`config.mk`:
```
export PLATFORM = sky130hd
export DESIGN_NAME = uart_rx_fifo
export DESIGN_NICKNAME = d
export VERILOG_FILES = /design/src/rtl/uart_pkg.sv /design/src/rtl/uart_fifo_mem.sv /design/src/rtl/uart_rx_fifo.sv
export SDC_FILE = /design/constraint.sdc
export NUM_CORES = 1
export LEC_CHECK = 0
export CAP_MARGIN = 20
export CORE_MARGIN = 2
export CORE_UTILIZATION = 62
export CTS_BUF_LIST = sky130_fd_sc_hd__clkbuf_8
export CTS_CLUSTER_DIAMETER = 120
export DETAILED_ROUTE_END_ITERATION = 8
export PLACE_DENSITY_LB_ADDON = 0.1
export SLEW_MARGIN = 30
export SYNTH_ARGS = -nofsm -noshare
export SYNTH_HDL_FRONTEND = slang
export SYNTH_SLANG_ARGS = --single-unit
```
`constraint.sdc`:
```
create_clock -name clk -period 2.95 [get_ports clk]
set_clock_uncertainty 0.05 [all_clocks]
set_input_delay 0.59 -clock clk [delete_from_list [all_inputs] [get_ports clk]]
set_output_delay 0.59 -clock clk [all_outputs]
set_load 0.03 [all_outputs]
```
`src/rtl/uart_pkg.sv`:
```
// Shared defaults for the UART receive-side FIFO slice.
package uart_pkg;
  localparam int DBITS    = 8;
  localparam int DEPTH    = 16;
  localparam int AW       = $clog2(DEPTH);
  localparam int TO_TICKS = 64;
endpackage

```
`src/rtl/uart_fifo_mem.sv`:
```
// FIFO storage array: one synchronous write port, one asynchronous read port.
module uart_fifo_mem
  import uart_pkg::*;
#(
  parameter int W  = DBITS,
  parameter int N  = DEPTH,
  parameter int AB = AW
) (
  input  logic          clk,
  input  logic          we,
  input  logic [AB-1:0] waddr,
  input  logic [W-1:0]  wdata,
  input  logic [AB-1:0] raddr,
  output logic [W-1:0]  rdata
);

  logic [W-1:0] mem [N];

  always_ff @(posedge clk) begin
    if (we) mem[waddr] <= wdata;
  end

  assign rdata = mem[raddr];

endmodule

```
`src/rtl/uart_rx_fifo.sv`:
```
// Receive FIFO behind the UART receiver: edge-captured writes, FWFT valid/ready read.
// Optional line-silence timeout enabled by defining UART_RX_FIFO_TIMEOUT_EN.
module uart_rx_fifo
  import uart_pkg::*;
#(
  parameter int DBITS    = uart_pkg::DBITS,
  parameter int DEPTH    = uart_pkg::DEPTH,
  parameter int AW       = uart_pkg::AW,
  parameter int TO_TICKS = uart_pkg::TO_TICKS
) (
  input  logic             clk,
  input  logic             rst,
  input  logic             tick,
  input  logic             rx_done,
  input  logic [DBITS-1:0] rx_data,
  output logic             m_valid,
  output logic [DBITS-1:0] m_data,
  input  logic             m_ready,
  output logic [AW:0]      count,
  output logic             full,
  output logic             overflow,
  input  logic             ovf_clr,
  output logic             rx_timeout
);

  logic          rx_done_q;
  logic [AW-1:0] wr_ptr, rd_ptr;
  logic          push, pop, wr_en, ovf_set;

  assign m_valid = (count != '0);
  assign full    = (count == (AW+1)'(DEPTH));
  assign push    = rx_done & ~rx_done_q;
  assign pop     = m_valid & m_ready;
  // A pop in the same cycle frees the slot, so a push at full is still accepted.
  assign wr_en   = push & (~full | pop);
  assign ovf_set = push & full & ~pop;

  always_ff @(posedge clk or negedge rst) begin
    if (!rst) begin
      rx_done_q <= 1'b0;
      wr_ptr    <= '0;
      rd_ptr    <= '0;
      count     <= '0;
      overflow  <= 1'b0;
    end else begin
      rx_done_q <= rx_done;
      if (wr_en) wr_ptr <= wr_ptr + 1'b1;
      if (pop)   rd_ptr <= rd_ptr + 1'b1;
      if (wr_en && !pop)      count <= count + 1'b1;
      else if (pop && !wr_en) count <= count - 1'b1;
      if (ovf_set)      overflow <= 1'b1;
      else if (ovf_clr) overflow <= 1'b0;
    end
  end

  uart_fifo_mem #(
    .W (DBITS),
    .N (DEPTH),
    .AB(AW)
  ) u_mem (
    .clk  (clk),
    .we   (wr_en),
    .waddr(wr_ptr),
    .wdata(rx_data),
    .raddr(rd_ptr),
    .rdata(m_data)
  );

`ifdef UART_RX_FIFO_TIMEOUT_EN
  localparam int TW = $clog2(TO_TICKS + 1);
  logic [TW-1:0] to_cnt;
  logic          draining_to_empty;

  assign draining_to_empty = pop && !wr_en && (count == (AW+1)'(1));

  always_ff @(posedge clk or negedge rst) begin
    if (!rst) begin
      to_cnt     <= '0;
      rx_timeout <= 1'b0;
    end else if (push || draining_to_empty) begin
      to_cnt     <= '0;
      rx_timeout <= 1'b0;
    end else if (tick && m_valid && !rx_timeout) begin
      if (to_cnt == TW'(TO_TICKS - 1)) begin
        to_cnt     <= TW'(TO_TICKS);
        rx_timeout <= 1'b1;
      end else begin
        to_cnt <= to_cnt + 1'b1;
      end
    end
  end
`else
  logic unused_tick;
  assign unused_tick = tick;
  assign rx_timeout  = 1'b0;
`endif

endmodule
```
==> impl_metrics.yaml <==
setup_path:
  cpMostUsedCell: "buf_4"
  crit_arrival_ps: 2240
  crit_required_ps: 2310
  cp-start-kind: "register"
  endpoint_kind: "output port"
  cp_top_family: "compound AO/OA/AOI/OAI gates"
  path_buf_inv: 3
  r2r_slack_ps: 250
  max_stage_delay_ps: 440
  path_cells: "buf_12, buf_4, mux2i_1, a221oi_2, o21ai_0, nand2_1, buf_4"
  cpMaxStageDelayCell: "dfrtp_2"
  cp_max_fo: 30
  path_class: "register to output port"
cells_and_area:
  final_cell_count_no_fill: 539
  syn_to_final_growth_pct: 17.8
  drive_gt1_share_pct: 28.5
  final_nets: 421
  final_area_um2: 6970
  antenna_cells: 0
clock_tree:
  cts.sinks: 143
  worstSkewPairLatency_ps: 430
  cts_tree: "yes"
  cts_root_buffer: "clkbuf_8"
  path_clk_slew_ps: 80
  cts_buffer_depth: 2
  cts_buffers: 17
  cts-htree-levels: 4
placed_design:
  portBuffers: 28
  gp_congestion: 0.777
  placed_cells: 500
  postPlaceCellArea_um2: 6490
  hpwl_um: 7550
synth:
  yosys_register_bits: 143
  synth_edf_count: 128
  yosysMostFrequentCell: "edfxtp_1"
  yosysTopAreaCellShare_pct: 65.0
  ys_async_sr_fraction_pct: 10.5
  synth_area_leaders: "edfxtp_1 (65%), dfrtp_1 (6.3%), mux4_2 (6.1%)"
  synthCells: 327
  yosysWarnings: 0
  yosys.area.top_type: "edfxtp_1"
  synth_ff_type: "edfxtp_1"
  synth.distinct_cells: 39
  syn_nets: 351
  syn_area_um2: 5920
  seq_area_frac_synth_pct: 71.3
  synth_area_per_cell_um2: 18.1
  synthTopCellsByCount: "edfxtp_1 (128), mux2i_1 (33), nand2_1 (17)"
pwr:
  leakagePower_nw: 2.50
  p_total_mw: 6.72
  ir_worst_vdd_uv: 713
  powerDensity_nw_per_um2: 964
timing:
  hold_viol: 0
  rsz0062_at_grt: "yes"
  hold_ws_ps: 506
  tightestPinTransition_ps: 709
  finalCritPeriodShare_pct: 97.6
  final.min_clock_period_ps: 2880
  setup_viol: 0
  max_freq_ghz: 0.347
  finalMaxSlewViolations: 0
  slew-limit-headroom_pct: 52.6
routing:
  ant_nets: 0
  drtIter0Drc: 230
  vias_per_cell: 5.93
  drt_pre_antenna_iters: 5
  drcViolationCount: 0
  num_vias: 3194
  avgRoutedWirePerCell_um: 21.1
  drt_wl_total_um: 11400
outcome:
  status: "finished, final reports clean"
die:
  core_area_um2: 9240
  dieArea_um2: 10300
  num_rows: 35
  pin_count: 31
  die_x_um: 102
  start_util_pct: 64.0
  die_h_um: 102
global_routing:
  grt_pass1_wl_um: 17500
  grt_pass1_vias: 3213
  grt_overflow: 0
  grt_usage_pct: 24.0
  grt_max_degree: 31
  antenna_found_initial: 0
job:
  max_cap_viol_count: 0
hold_path:
  hold_path.class: "register to register"
## layout make-up
cell class,count,area (um2)
Clock inverter,15,161
Inverter,6,22.5
Multi-Input combinational cell,161,1590
Tap cell,129,161
Sequential cell,143,4220
Fill cell,525,2270
Clock buffer,17,234
Timing Repair Buffer,68,581
## state kept, by name (all words and copies together), names as in the netlist
register and flops:
count 5, overflow 1, u_mem.mem 128, rx_done_q 1, wr_ptr 4, rd_ptr 4
## worst min-delay path: cells and delay by family, from the launching register on
family	cells	cell delay, ps
buf+inv	1	60
compound gates	1	70
flops	1	390
## where the power goes
group          switching [mW]  internal [mW]
Sequential              0.181           2.39
Clock                   0.763          0.764
Combinational            1.46           1.16
## routing by layer
| layer | GRT usage, % | routed length (um) | up-vias |
|---|---|---|---|
| li1 | - | - | 1431 |
| met1 | 33.2 | 4740 | 1608 |
| met2 | 38.4 | 5710 | 139 |
| met3 | 5.80 | 744 | 16 |
| met4 | 7.59 | 166 | 0 |
| met5 | 0 | 0 | - |
## placed cells by master, fill, tap and decap left out, types with 2 or more instances in the layout
cell and count:
a21o_1 2, a21oi_1 2, a221oi_1 2, a221oi_2 13, a22oi_1 8, buf_12 2, buf_2 4, buf_4 39
bufinv_16 2, clkbuf_8 17, clkdlybuf4s50_1 20, clkinv_4 4, dfrtp_1 14, edfxtp_1 128, ha_1 9, inv_1 6
inv_6 4, mux2i_1 33, mux4_2 16, nand2_1 17, nand2b_1 4, nand4_1 2, nor2_1 14, nor3_1 4
o21ai_0 10, xnor2_1 9
## metrics by stage
| step | setup slack (ps) | util [%] | setup TNS [ps] |
|---|---|---|---|
| 3_3_place_gp | -111 | 70.2 | -296 |
| 4_1_cts | -53.5 | 75.0 | -88.1 |
| 2_1_floorplan | 26.9 | - | 0 |
| 5_1_grt | -30.4 | 75.4 | -46.5 |
| 3_5_place_dp | -209 | 70.2 | -615 |
| 6_report | 70.8 | 75.4 | 0 |
## timing repair
action,in CTS,in global routing
gates resized for setup,19,16
setup buffers,4,2
hold buffers,0,0
gates cloned,0,1
endpoints found under the setup margin,8,9
pin swaps,1,2
## final timing paths
check                      cells past startpoint                  start               endpoint
setup / recovery                               7  rd_ptr[0]$_DFFE_PN0N_              m_data[5]
hold / removal                                 2   overflow$_DFFE_PN0P_   overflow$_DFFE_PN0P_
setup reg to reg                              10   count[1]$_DFFE_PN0P_   count[4]$_DFFE_PN0P_
hold reg to reg                                2   overflow$_DFFE_PN0P_   overflow$_DFFE_PN0P_
max in group asynchronous                      1                    rst  rd_ptr[0]$_DFFE_PN0N_
min in group asynchronous                      1                    rst  rd_ptr[2]$_DFFE_PN0N_
## cells by family (layout without fill, tap and decap cells)
family	count (synthesis)	after routing	synth area share (%)
simple gates	47	48	3.85
compound gates	41	41	6.15
flops	143	143	71.3
buf+inv	24	106	2.83
xor+xnor	10	10	1.48
mux	51	51	12.1
other cells	1	1	0.0634
fa+ha+maj	10	10	2.24
No activity file was read; power rests on OpenSTA's default activity.
